<file path="src/rtl/mips_pkg.sv">
// mips_pkg: shared fetch-side encodings and default widths.
package mips_pkg;
  localparam int ADDR_W_DEF   = 16;
  localparam int INSTR_W_DEF  = 16;
  localparam int PC_STEP_DEF  = 2;
  localparam int RESET_PC_DEF = 0;
  localparam int BR_IMM_W_DEF = 6;
  localparam int J_IMM_W_DEF  = 12;
  typedef enum logic [1:0] {
    REDIR_BR  = 2'b00,
    REDIR_J   = 2'b01,
    REDIR_REG = 2'b10,
    REDIR_RSV = 2'b11
  } redir_t;
  typedef enum logic {
    ST_RUN    = 1'b0,
    ST_HALTED = 1'b1
  } fetch_state_t;
endpackage

</file>
<file path="src/rtl/next_pc_calc.sv">
// next_pc_calc: combinational sequential/redirect next-PC selection with alignment check.
module next_pc_calc
  import mips_pkg::*;
#(
  parameter int ADDR_W   = ADDR_W_DEF,
  parameter int PC_STEP  = PC_STEP_DEF,
  parameter int BR_IMM_W = BR_IMM_W_DEF,
  parameter int J_IMM_W  = J_IMM_W_DEF
) (
  input  logic [ADDR_W-1:0]  pc,
  input  logic               redir_valid,
  input  logic [1:0]         redir_type,
  input  logic [ADDR_W-1:0]  redir_base,
  input  logic [J_IMM_W-1:0] redir_imm,
  input  logic [ADDR_W-1:0]  redir_reg,
  output logic [ADDR_W-1:0]  next_pc,
  output logic               take,
  output logic               misaligned
);
  localparam int SH = $clog2(PC_STEP);
  localparam logic [ADDR_W-1:0] STEP  = ADDR_W'(PC_STEP);
  localparam logic [ADDR_W-1:0] ALIGN = ADDR_W'(PC_STEP - 1);
  // Bits of the jump target supplied by the immediate and the implicit zero shift.
  localparam logic [ADDR_W-1:0] JMASK = ADDR_W'((64'd1 << (J_IMM_W + SH)) - 64'd1);
  logic [ADDR_W-1:0] seq, br_off, tgt;
  always_comb begin
    seq        = redir_base + STEP;
    br_off     = {{(ADDR_W-BR_IMM_W){redir_imm[BR_IMM_W-1]}}, redir_imm[BR_IMM_W-1:0]} << SH;
    tgt        = redir_type == REDIR_BR ? seq + br_off :
                 redir_type == REDIR_J  ? (seq & ~JMASK) | (ADDR_W'(redir_imm) << SH) :
                 redir_reg;
    take       = redir_valid && redir_type != REDIR_RSV;
    misaligned = take && (tgt & ALIGN) != '0;
    next_pc    = take ? tgt : pc + STEP;
  end
endmodule

</file>
<file path="src/rtl/pc_fetch_unit.sv">
// pc_fetch_unit: PC register, decode-facing fetch register and RUN/HALTED control.
module pc_fetch_unit
  import mips_pkg::*;
#(
  parameter int ADDR_W   = ADDR_W_DEF,
  parameter int INSTR_W  = INSTR_W_DEF,
  parameter int PC_STEP  = PC_STEP_DEF,
  parameter int RESET_PC = RESET_PC_DEF,
  parameter int BR_IMM_W = BR_IMM_W_DEF,
  parameter int J_IMM_W  = J_IMM_W_DEF
) (
  input  logic               clk,
  input  logic               rst,
  output logic [ADDR_W-1:0]  imem_addr,
  input  logic [INSTR_W-1:0] imem_rdata,
  output logic               dec_valid,
  input  logic               dec_ready,
  output logic [INSTR_W-1:0] dec_instr,
  output logic [ADDR_W-1:0]  dec_pc,
  input  logic               redir_valid,
  input  logic [1:0]         redir_type,
  input  logic [ADDR_W-1:0]  redir_base,
  input  logic [J_IMM_W-1:0] redir_imm,
  input  logic [ADDR_W-1:0]  redir_reg,
  input  logic               halt_req,
  output logic               halted,
  output logic               misalign_err
);
  fetch_state_t state_q, state_d;
  logic [ADDR_W-1:0]  pc_q, pc_d, dec_pc_q, dec_pc_d, next_pc;
  logic [INSTR_W-1:0] dec_instr_q, dec_instr_d;
  logic               dec_valid_q, dec_valid_d, err_q, err_d, take, misaligned;
  next_pc_calc #(
    .ADDR_W(ADDR_W), .PC_STEP(PC_STEP), .BR_IMM_W(BR_IMM_W), .J_IMM_W(J_IMM_W)
  ) u_next_pc (
    .pc(pc_q), .redir_valid(redir_valid), .redir_type(redir_type),
    .redir_base(redir_base), .redir_imm(redir_imm), .redir_reg(redir_reg),
    .next_pc(next_pc), .take(take), .misaligned(misaligned)
  );
  always_comb begin
    state_d     = state_q;
    pc_d        = pc_q;
    dec_valid_d = dec_valid_q;
    dec_instr_d = dec_instr_q;
    dec_pc_d    = dec_pc_q;
    err_d       = err_q;
    if (state_q == ST_HALTED) begin
      dec_valid_d = dec_valid_q && !dec_ready;
    end else if (take) begin
      dec_valid_d = 1'b0;
      pc_d        = misaligned ? pc_q : next_pc;
      err_d       = err_q || misaligned;
      state_d     = (misaligned || halt_req) ? ST_HALTED : ST_RUN;
    end else if (halt_req) begin
      dec_valid_d = dec_valid_q && !dec_ready;
      state_d     = ST_HALTED;
    end else if (!dec_valid_q || dec_ready) begin
      dec_valid_d = 1'b1;
      dec_instr_d = imem_rdata;
      dec_pc_d    = pc_q;
      pc_d        = next_pc;
    end
  end
  always_ff @(posedge clk) begin
    if (rst) begin
      state_q     <= ST_RUN;
      pc_q        <= ADDR_W'(RESET_PC);
      dec_valid_q <= 1'b0;
      dec_instr_q <= '0;
      dec_pc_q    <= '0;
      err_q       <= 1'b0;
    end else begin
      state_q     <= state_d;
      pc_q        <= pc_d;
      dec_valid_q <= dec_valid_d;
      dec_instr_q <= dec_instr_d;
      dec_pc_q    <= dec_pc_d;
      err_q       <= err_d;
    end
  end
  assign imem_addr    = pc_q;
  assign dec_valid    = dec_valid_q;
  assign dec_instr    = dec_instr_q;
  assign dec_pc       = dec_pc_q;
  assign halted       = state_q == ST_HALTED;
  assign misalign_err = err_q;
endmodule

</file>
<file path="config.mk">
export PLATFORM = sky130hd
export DESIGN_NAME = pc_fetch_unit
export DESIGN_NICKNAME = d
export VERILOG_FILES = /design/src/rtl/mips_pkg.sv /design/src/rtl/next_pc_calc.sv /design/src/rtl/pc_fetch_unit.sv
export SDC_FILE = /design/constraint.sdc
export NUM_CORES = 1
export LEC_CHECK = 0
export CAP_MARGIN = 5
export CORE_MARGIN = 8
export CORE_UTILIZATION = 30
export CTS_BUF_LIST = sky130_fd_sc_hd__clkbuf_4
export CTS_CLUSTER_SIZE = 16
export DETAILED_ROUTE_END_ITERATION = 10
export HOLD_SLACK_MARGIN = 0.1
export PLACE_DENSITY = 0.61
export SLEW_MARGIN = 20
export SYNTH_ARGS = -nofsm -noshare
export SYNTH_HDL_FRONTEND = slang
export SYNTH_SLANG_ARGS = --single-unit
</file>
<file path="constraint.sdc">
create_clock -name clk -period 2.8 [get_ports clk]
set_input_delay 0.28 -clock clk [delete_from_list [all_inputs] [get_ports clk]]
set_output_delay 0.28 -clock clk [all_outputs]
set_load 0.005 [all_outputs]
</file>
* Word level (Yosys, flattened, before mapping)
Cells that the tools add are included.
Storage, ports and cells: register bits after elaboration 51, bits in latches 0, memory bits (writable) 0, ROM bits 0, input bits 67, output and inout port bits 51, word-level logic and storage cells 46, memories 0
Cells by class: add/subtract/negate cells 3, multiply operators 0, divide/modulo/power cells 0, $lt $le $gt $ge 0, equal/unequal tests 4, shifts and indexed selects 0, muxes and demuxes 15, bitwise logic cells 4, reduce and logical (&&, ||, !) cells 14
Operators by type and width (number):
- $mux 16 | 7
- $add 16x2->16 const B | 2
- $add 16x16->16 | 1
- $or 16x13->16 | 1
- $mux 1 | 8
- $reduce_and 4->1 | 2
- $ne 2x2->1 const B | 2
- $reduce_bool 4->1 | 1
- $logic_and 1x1->1 | 3
- $logic_or 1x1->1 | 3
- $not 1->1 | 3
- $eq 2x1->1 const B | 1
- $logic_not 1->1 | 2
- $logic_not 2->1 | 1
- $ne 2x1->1 const B | 1
- $reduce_and 2->1 | 1
- $reduce_bool 2->1 | 1

* Depth between registers and ports, before layout
Gate-level depths: netlist of run 1.
depth after elaboration 9, depth in mapped cells 12, gate-level depth less buffers 11

* Cells and area by module
Synthesis of run 1 repeated with hierarchy kept, for this count alone.
Unflattened totals: cells, all modules 553, area total of the unflattened synthesis 4314.1 sq um
Modules (own cells, without submodules):
- pc_fetch_unit | instances 1, cells an instance 296, area each 2637.5 sq um, seq. area each 1021.0 sq um
- next_pc_calc | instances 1, cells an instance 257, area each 1676.6 sq um, seq. area each 0.0 sq um

* Worst setup path before layout of run 1
OpenSTA, ideal clock, no wires.
path kind input port to flip-flop, from input redir_base[1], to register pc_q[15], in the netlist imem_addr[15], setup time 116 ps, arrival 2418 ps, data required time 2684 ps, path slack 267 ps, stages on the path 9, path buffers 0, cell sequence ha_1 inv_1 fa_1 and2b_1 o2111ai_1 a211o_1 and4_1 or3_1 a31o_1
On the way: longest elaborated chain between the ends 8, elaborated cells on any way between the ends 10, those cells by class add/sub: 2; mux: 7; bitwise: 1
RTL lines:
- start, declared | line pc_fetch_unit.sv:22 | input logic [ADDR_W-1:0] redir_base,
- $add 16x2->16 * | line next_pc_calc.sv:27 | seq = redir_base + STEP;
- branches (longest 2 deep; another with $add 16x16->16)
- $mux 16 * | line next_pc_calc.sv:29 | tgt = redir_type == REDIR_BR ? seq + br_off :
- $mux 16 * | line next_pc_calc.sv:34 | next_pc = take ? tgt : pc + STEP;
- $mux 16 | line pc_fetch_unit.sv:57 | end else if (!dec_valid_q || dec_ready) begin
- $mux 16 | line pc_fetch_unit.sv:54 | end else if (halt_req) begin
- $mux 16 * | line pc_fetch_unit.sv:49 | end else if (take) begin
- end signal, assigned | line pc_fetch_unit.sv:67 | pc_q <= ADDR_W'(RESET_PC);
- end signal, assigned | line pc_fetch_unit.sv:74 | pc_q <= pc_d;
- end, declared | line pc_fetch_unit.sv:30 | logic [ADDR_W-1:0] pc_q, pc_d, dec_pc_q, dec_pc_d, next_pc;
Mark *: on every way between the ends. The select of a mux whose other input is x is not followed. A chain may end at the register's enable or synchronous reset.

* Final worst setup path of run 1
Same ends and word-level chain as after synthesis.

==> results of run 1 <==
==> worst paths after layout <==
check                                                  end  slack [ns]  cells past startpoint
worst max-delay path            imem_addr[15]$_SDFFE_PP0P_        0.14                     10
worst min-delay path                     halted$_SDFF_PP0_        0.35                      2
worst min register to register   dec_instr[0]$_SDFFE_PP0P_        0.46                      2
worst max register to register  imem_addr[13]$_SDFFE_PP0P_        0.42                      7
==> area by class of cell <==
| cell class | count | area (sq um) | area share |
|---|---|---|---|
| inverters | 12 | 45.0 | 0.00841 |
| clock inverters | 2 | 7.51 | 0.00140 |
| flip-flops and latches | 51 | 1020 | 0.191 |
| multi-input cells | 401 | 2440 | 0.456 |
| diodes | 1 | 2.50 | 0.000467 |
| well taps | 147 | 184 | 0.0343 |
| clock buffers | 6 | 45.0 | 0.00841 |
| repair buffers | 176 | 1610 | 0.300 |
==> worst max-delay path, stage by stage <==
cell             delay, ns
clkdlybuf4s50_1       0.45
ha_1                  0.32
inv_1                 0.06
fa_1                  0.41
and2b_1               0.24
o2111ai_2             0.14
a211o_1               0.31
and4_1                0.16
or3_1                 0.36
a31o_1                0.21
==> layer usage <==
layer | routed length, um | share of wire | GRT usage
met1 | 5470 | 0.44 | 0.184
met2 | 5880 | 0.47 | 0.263
met3 | 829 | 0.067 | 0.0380
met4 | 212 | 0.017 | 0.0559
met5 | 0 | 0 | 0
==> stage by stage <==
| step | hold WS (ns) | setup TNS (ns) | setup WS [ns] | std cells | power, W |
|---|---|---|---|---|---|
| 5_1_grt | 0.342 | 0 | 0.0203 | 796 | 0.00190 |
| 3_5_place_dp | 0.448 | -1.38 | -0.310 | 787 | 0.00147 |
| 6_report | 0.353 | 0 | 0.142 | 796 | 0.00179 |
| 2_1_floorplan | 0.378 | 0 | 0.267 | 490 | 0.00112 |
| 4_1_cts | 0.324 | 0 | 0.104 | 795 | 0.00181 |
| 3_3_place_gp | 0.443 | -1.04 | -0.258 | 787 | 0.00146 |
==> cells by family after synthesis <==
family | Yosys count | share of synthesized area
AOI/OAI and AO/OA | 152 | 0.258
xor gates and xnor gates | 17 | 0.0412
adders and majority gates | 21 | 0.0748
buffers and inverters | 38 | 0.0444
DFF | 51 | 0.283
muxes | 7 | 0.0194
and+or+nand+nor | 204 | 0.279
==> state kept, by name, summed over array words and instances (netlist names) <==
name          count
dec_valid         1
misalign_err      1
dec_pc           16
imem_addr        16
dec_instr        16
halted            1
==> repair_timing <==
item	in CTS	in global routing
hold buffers	0	0
gates resized for setup	0	2
setup endpoints to repair	0	2
==> layout by cell type, fill, tap and decap left out, types with 4 or more instances in the layout <==
cell and n:
a211oi_1 6, nor2_1 34, mux2i_1 7, inv_1 12, nor3b_1 4, o21ai_0 27, dfxtp_1 51, xor2_1 7
o21a_1 5, nand2b_1 6, and3_1 6, o22ai_1 4, a21o_1 7, clkdlybuf4s50_1 116, or3_1 5, buf_4 59
ha_1 20, nand4_1 8, nand3_1 12, a21oi_1 68, a31oi_1 9, nor3_1 6, xnor2_1 10, nand2_1 94
clkbuf_4 6
==> power groups by stage <==
stage | Sequential, W | Combinational (W) | Clock (W)
2_1_floorplan | 0.000804 | 0.000318 | 0
3_3_place_gp | 0.000810 | 0.000652 | 0
3_5_place_dp | 0.000811 | 0.000660 | 0
4_1_cts | 0.000795 | 0.000663 | 0.000350
5_1_grt | 0.000801 | 0.000728 | 0.000371
6_report | 0.000796 | 0.000662 | 0.000330
==> metrics.cfg, run 1 <==
[pwr]
p_seq_frac=0.445
pwr-share-clk=0.185
power.leakage_nw=2.08
internal_power_w=0.00121
pwr-share-comb=0.370
p_sw_w=0.000574
swShare=0.321
power_density_nw_per_um2=334
peakVddDrop_uv=138

[clocking]
cts_made_buffers=5
clock_sinks=51
post_cts_buffers=0
clk_path_buf_depth=2
clkLatencyLatePin_ns=0.37
cts_root_buf=clkbuf_4
ctsHtreeMaxLevel=2
clkTransAtPathRegs_ns=0.14
cts_tree=yes

[run]
drv_cap=0

[logic_synthesis]
syn_nets=578
ys_types=64
yosys_warnings=0
yosysSeqAreaShare=0.283
synthArstFlopShare=0
synth_top_area_share=0.283
ys_seq_elements=51
ys_top_cells_by_area=dfxtp_1 (28%), nand2_1 (9.8%), a21oi_1 (9.4%)
synth_top_area_cell=dfxtp_1
syn_area_sq_um=3610
ys_top_cells_by_count=nand2_1 (94), a21oi_1 (68), dfxtp_1 (51), nor2_1 (35), o21ai_0 (27)
synthFlopType=dfxtp_1
syn_inst=490
synth_area_per_cell_sq_um=7.37
yosysMostFrequentCell=nand2_1
synth_edf_count=0

[global_routing]
grt_pass1_vias=4017
antenna_found_initial=1
grt_max_degree=33
grt.overflow.total=0
grt_usage=0.154
grt_pass1_wl_mm=20.2

[worst_setup_path]
startpoint=redir_base[1]
cp-start-kind=input pin
r2r-start=imem_addr[1]$_SDFFE_PP0P_
path_max_fanout=3
crit_required_ns=3.08
arrival_ns=2.94
critPathKind=input pin to flip-flop
critPathCaptureType=flip-flop

[min_path]
min_from=rst
min_path_type=input pin to flip-flop

[placed_design]
io_buffers=117
placed_cell_area_sq_um=5300
place_congestion=0.893
dp_hpwl_mm=10.1

[sta]
report.final.slew_viol_count=0
hold_viol_final=0
tightest_slew_ns=0.605
max_clock_freq_mhz=376
fin_crit_sh=0.949
clock-skew-final_ns=0.00844
period_needed_ns=2.66
grt_setup_unrepaired=no
maxSlewHeadroom=0.594
setup_viol=0

[final_layout]
design_area_sq_um=5360
fin_util=0.452
finish.net_count=735
synthToLayoutAreaGrowth_pct=48.4
layout-drive-gt1-share=0.122
fill_cells=1218

[floorplan]
dieArea_sq_um=15800
core_region_area_sq_um=11900
die_x_um=126
ios=118
die_y_um=126
initial_utilization=0.304
core.rowCount=40

[drt]
drc_errors=1
wire_per_inst_um=15.6
drt_pass1_iterations=9
wirelength_mm=12.4
vias=4082
postRouteAntennaNets=0
initialDrtViolationCount=206
drt-vias-per-instance=5.13

[outcome]
violations=DRC
outcome=complete, but fails checks

No activity file was read; power rests on OpenSTA's default activity.
==> run 2, diff against run 1 <==
- CELL_PAD_IN_SITES_DETAIL_PLACEMENT: default -> 2
- CELL_PAD_IN_SITES_GLOBAL_PLACEMENT: default -> 2
- CORE_UTILIZATION: 30 -> 28
- PLACE_DENSITY: 0.61 -> 0.87
- SYNTH_HIERARCHICAL: default -> 1
==> run 2 against run 1 <==
Effect of this change:
- the run ends with setup timing left
- final area is 26% higher
- via count is 32% higher
- non-clock buffer count is 30 higher
- clock-buffer cell count stayed put
- register-to-register slack worse by 0.33 ns
- synthesized cell count is 13% higher
- wire length is 90% higher
- sequential share of layout area is 3.9 points lower
- critical path depth is 6 higher
- first-iteration DRC count is 39% higher
- die area is 24% higher
- worst hold slack better by 0.12 ns
- largest power group is now combinational cells
==> metrics.cfg, run 2 <==
[pwr]
peakVddDrop_uv=205  ; +48%
power_w=0.00237  ; +33%
power.leakage_nw=2.52  ; +21%
power_density_nw_per_um2=351  ; +5.1%

[final_layout]
stdcell_count=910  ; +14%
finish.net_count=809  ; +10%
fin_util=0.446  ; -0.00561
synthToLayoutAreaGrowth_pct=56.6
final_cell_mix=clkdlybuf4s50_1 (103), buf_4 (82), nand2_1 (56)
layout_commonest_cell=clkdlybuf4s50_1
fill_cells=1638  ; +34%
design_area_sq_um=6760  ; +26%
layout-drive-gt1-share=0.264  ; +0.142

[logic_synthesis]
synth_top_area_cell=dfxtp_1
synth_top_area_share=0.237  ; -0.0461
ys_types=60  ; -6.3%
syn_area_sq_um=4310  ; +19%
syn_inst=553  ; +13%
yosysSeqAreaShare=0.237  ; -0.0461
yosys_warnings=6  ; +6
synthArstFlopShare=0  ; unchanged
ys_top_cells_by_count=nand2_1 (59), dfxtp_1 (51), inv_1 (34), nand3_1 (32), o2111ai_1 (32)
syn_nets=641  ; +11%
synthFlopType=dfxtp_1
ys_seq_elements=51  ; unchanged
synth_edf_count=0  ; unchanged
yosysMostFrequentCell=nand2_1
ys_top_cells_by_area=dfxtp_1 (24%), o2111ai_1 (6.5%), ha_1 (5.8%)
synth_area_per_cell_sq_um=7.80  ; +5.9%

[drt]
drt-vias-per-instance=5.90  ; +15%
initialDrtViolationCount=286  ; +39%
drt_pass1_iterations=5  ; -4
postRouteAntennaNets=0  ; unchanged
wire_per_inst_um=25.8  ; +66%
drc_errors=0  ; -1
wirelength_mm=23.5  ; +90%
vias=5368  ; +32%

[worst_setup_path]
r2r-start=imem_addr[2]$_SDFFE_PP0P_
crit_path_frequent_cell=buf_6
path_max_fanout=4  ; +1
critPathCaptureType=flip-flop
reg2reg_to=imem_addr[15]$_SDFFE_PP0P_
r2r_slack_ns=0.09  ; -0.33 ns
path_cells=buf_6 -> and4_4 -> buf_6 -> nand3_4 -> nor2_4 -> xor2_2 -> buf_4 -> ha_4 -> a21oi_4 -> o21ai_4 -> nor4_4 -> nor3_2 -> xnor2_1 -> a222oi_1 -> or4b_4 -> o2111ai_2
cp-start-kind=input pin
slowest_stage=or4b_4
arrival_ns=3.38  ; +0.44 ns
critPathKind=input pin to flip-flop
max_stage_delay_ns=0.52  ; +0.07 ns
crit_required_ns=3.14  ; +0.06 ns
reg2regPathDepth=9  ; +2

[placed_design]
place_congestion=0.864  ; -3.2%
dpl.cell_count=888  ; +13%
io_buffers=117  ; unchanged
placed_cell_area_sq_um=6100  ; +15%
dp_hpwl_mm=15.2  ; +51%

[sta]
setup_ws_ns=-0.243  ; -0.384 ns
report.final.slew_viol_count=0  ; unchanged
period_needed_ns=3.04  ; +0.384 ns
max_clock_freq_mhz=329  ; -13%
maxSlewHeadroom=0.283  ; -0.311
grt_setup_unrepaired=yes
hold_viol_final=0  ; unchanged
fin_crit_sh=1.09  ; +0.137
clock-skew-final_ns=0.0156  ; +0.00712 ns
tightest_slew_ns=1.07  ; +0.470 ns
setup_viol=7  ; +7

[clocking]
clkTransAtPathRegs_ns=0.16  ; +0.02 ns
cts_made_buffers=5  ; unchanged
clkLatencyLatePin_ns=0.40  ; +0.03 ns
cts_hold_buf=0  ; unchanged
cts_tree=yes
cts_root_buf=clkbuf_4
clk_path_buf_depth=2  ; unchanged
ctsHtreeMaxLevel=2  ; unchanged
clock_sinks=51  ; unchanged

[outcome]
violations=setup timing
outcome=complete, but fails checks

[floorplan]
die_x_um=140  ; +11%
initial_utilization=0.285  ; -0.0196
core.rowCount=45  ; +13%
die_y_um=140  ; +11%
dieArea_sq_um=19600  ; +24%
core_region_area_sq_um=15100  ; +28%
ios=118  ; unchanged

[min_path]
min_path_type=flip-flop to flip-flop
min_from=dec_pc[9]$_SDFFE_PP0P_
hold_path_end=dec_pc[9]$_SDFFE_PP0P_
holdPathStages=2  ; unchanged

[global_routing]
grt_pass1_wl_mm=34.0  ; +68%
grt.overflow.total=0  ; unchanged
antenna_found_initial=1  ; unchanged
grt_pass1_vias=5875  ; +46%
grt_usage=0.216  ; +0.0615
grt_max_degree=72  ; +120%

[run]
drv_cap=0  ; unchanged

-- run 2: cell types whose count changed after synthesis, moves of 8 or more --
cell,previous run,this run
nor3b_1,4,16
nand2_1,94,59
xnor2_1,10,21
or4b_1,0,16
buf_2,2,18
nor2_1,35,27
a311oi_1,1,22
a31o_2,1,20
o21ai_0,27,19
inv_1,12,34
a21oi_1,68,30
nand3_1,12,32
o2111ai_1,2,32
-- run 2: final cells by class --
cell class	instances	area [sq um]	share of cell area
diodes	1	2.50	0.000370
clock buffers	6	45.0	0.00667
clock inverters	1	30.0	0.00444
inverters	36	135	0.0200
multi-input cells	421	3400	0.503
flip-flops and latches	51	1020	0.151
well taps	188	235	0.0348
repair buffers	206	1890	0.280
-- run 2: kinds of logic (layout without fill, tap and decap cells) --
logic type | Yosys count | count (layout) | share of synthesized area
AND/OR/NAND/NOR | 186 | 186 | 0.234
AO/OA/AOI/OAI | 165 | 165 | 0.280
buffers and inverters | 81 | 249 | 0.0809
flip-flops | 51 | 51 | 0.237
XOR/XNOR | 34 | 34 | 0.0708
adder cells (fa/ha/maj) | 21 | 21 | 0.0626
multiplexers | 15 | 15 | 0.0351
other | 0 | 1 | 0
-- run 2: timing repair --
item / CTS / global route
buffers inserted: 8 / 6
gates resized for setup: 70 / 59
endpoints found under the hold margin: 0 / 0
pin swaps: 30 / 33
setup endpoints to repair: 13 / 11
-- run 2: power breakdown --
part	leakage (nW)	internal, W	switching [W]	total (W)
combinational	2.06	0.000521	0.000566	0.00109
sequential	0.415	0.000773	0.0000560	0.000829
clock	0.0417	0.000194	0.000261	0.000455
-- run 2: how the worst max path moves through the flow --
stage	endpoint	slack, ns	start
after detailed placement	imem_addr[13]$_SDFFE_PP0P_	-1.12	redir_base[3]
final	imem_addr[13]$_SDFFE_PP0P_	-0.24	redir_base[6]
after floorplan	imem_addr[13]$_SDFFE_PP0P_	-0.22	redir_base[1]
after global routing	imem_addr[13]$_SDFFE_PP0P_	-0.42	redir_base[6]
after global placement	imem_addr[13]$_SDFFE_PP0P_	-0.77	redir_base[4]
after CTS	imem_addr[13]$_SDFFE_PP0P_	-0.04	redir_base[2]
-- run 2: metrics by stage --
| stage | TNS, ns | setup slack [ns] | hold WS [ns] |
|---|---|---|---|
| 6_report | -0.821 | -0.243 | 0.476 |
| 5_1_grt | -1.43 | -0.415 | 0.474 |
| 4_1_cts | -0.0365 | -0.0365 | 0.469 |
| 3_5_place_dp | -10.74 | -1.12 | 0.470 |
| 3_3_place_gp | -7.82 | -0.766 | 0.444 |
| 2_1_floorplan | -0.230 | -0.218 | 0.415 |
-- run 2: per-layer routing --
metal	up-vias	share of wire	GRT usage
li1	2408	-	-
met5	-	0	0
met2	185	0.53	0.392
met3	49	0.047	0.0404
met1	2726	0.39	0.239
met4	0	0.034	0.0994
-- run 2: worst max-delay path, delay by kind of cell --
| family | cells | cell delay [ns] |
|---|---|---|
| AO/OA/AOI/OAI | 4 | 0.73 |
| AND/OR/NAND/NOR | 6 | 1.33 |
| XOR/XNOR | 2 | 0.41 |
| buffers and inverters | 3 | 0.40 |
| adder cells (fa/ha/maj) | 1 | 0.23 |
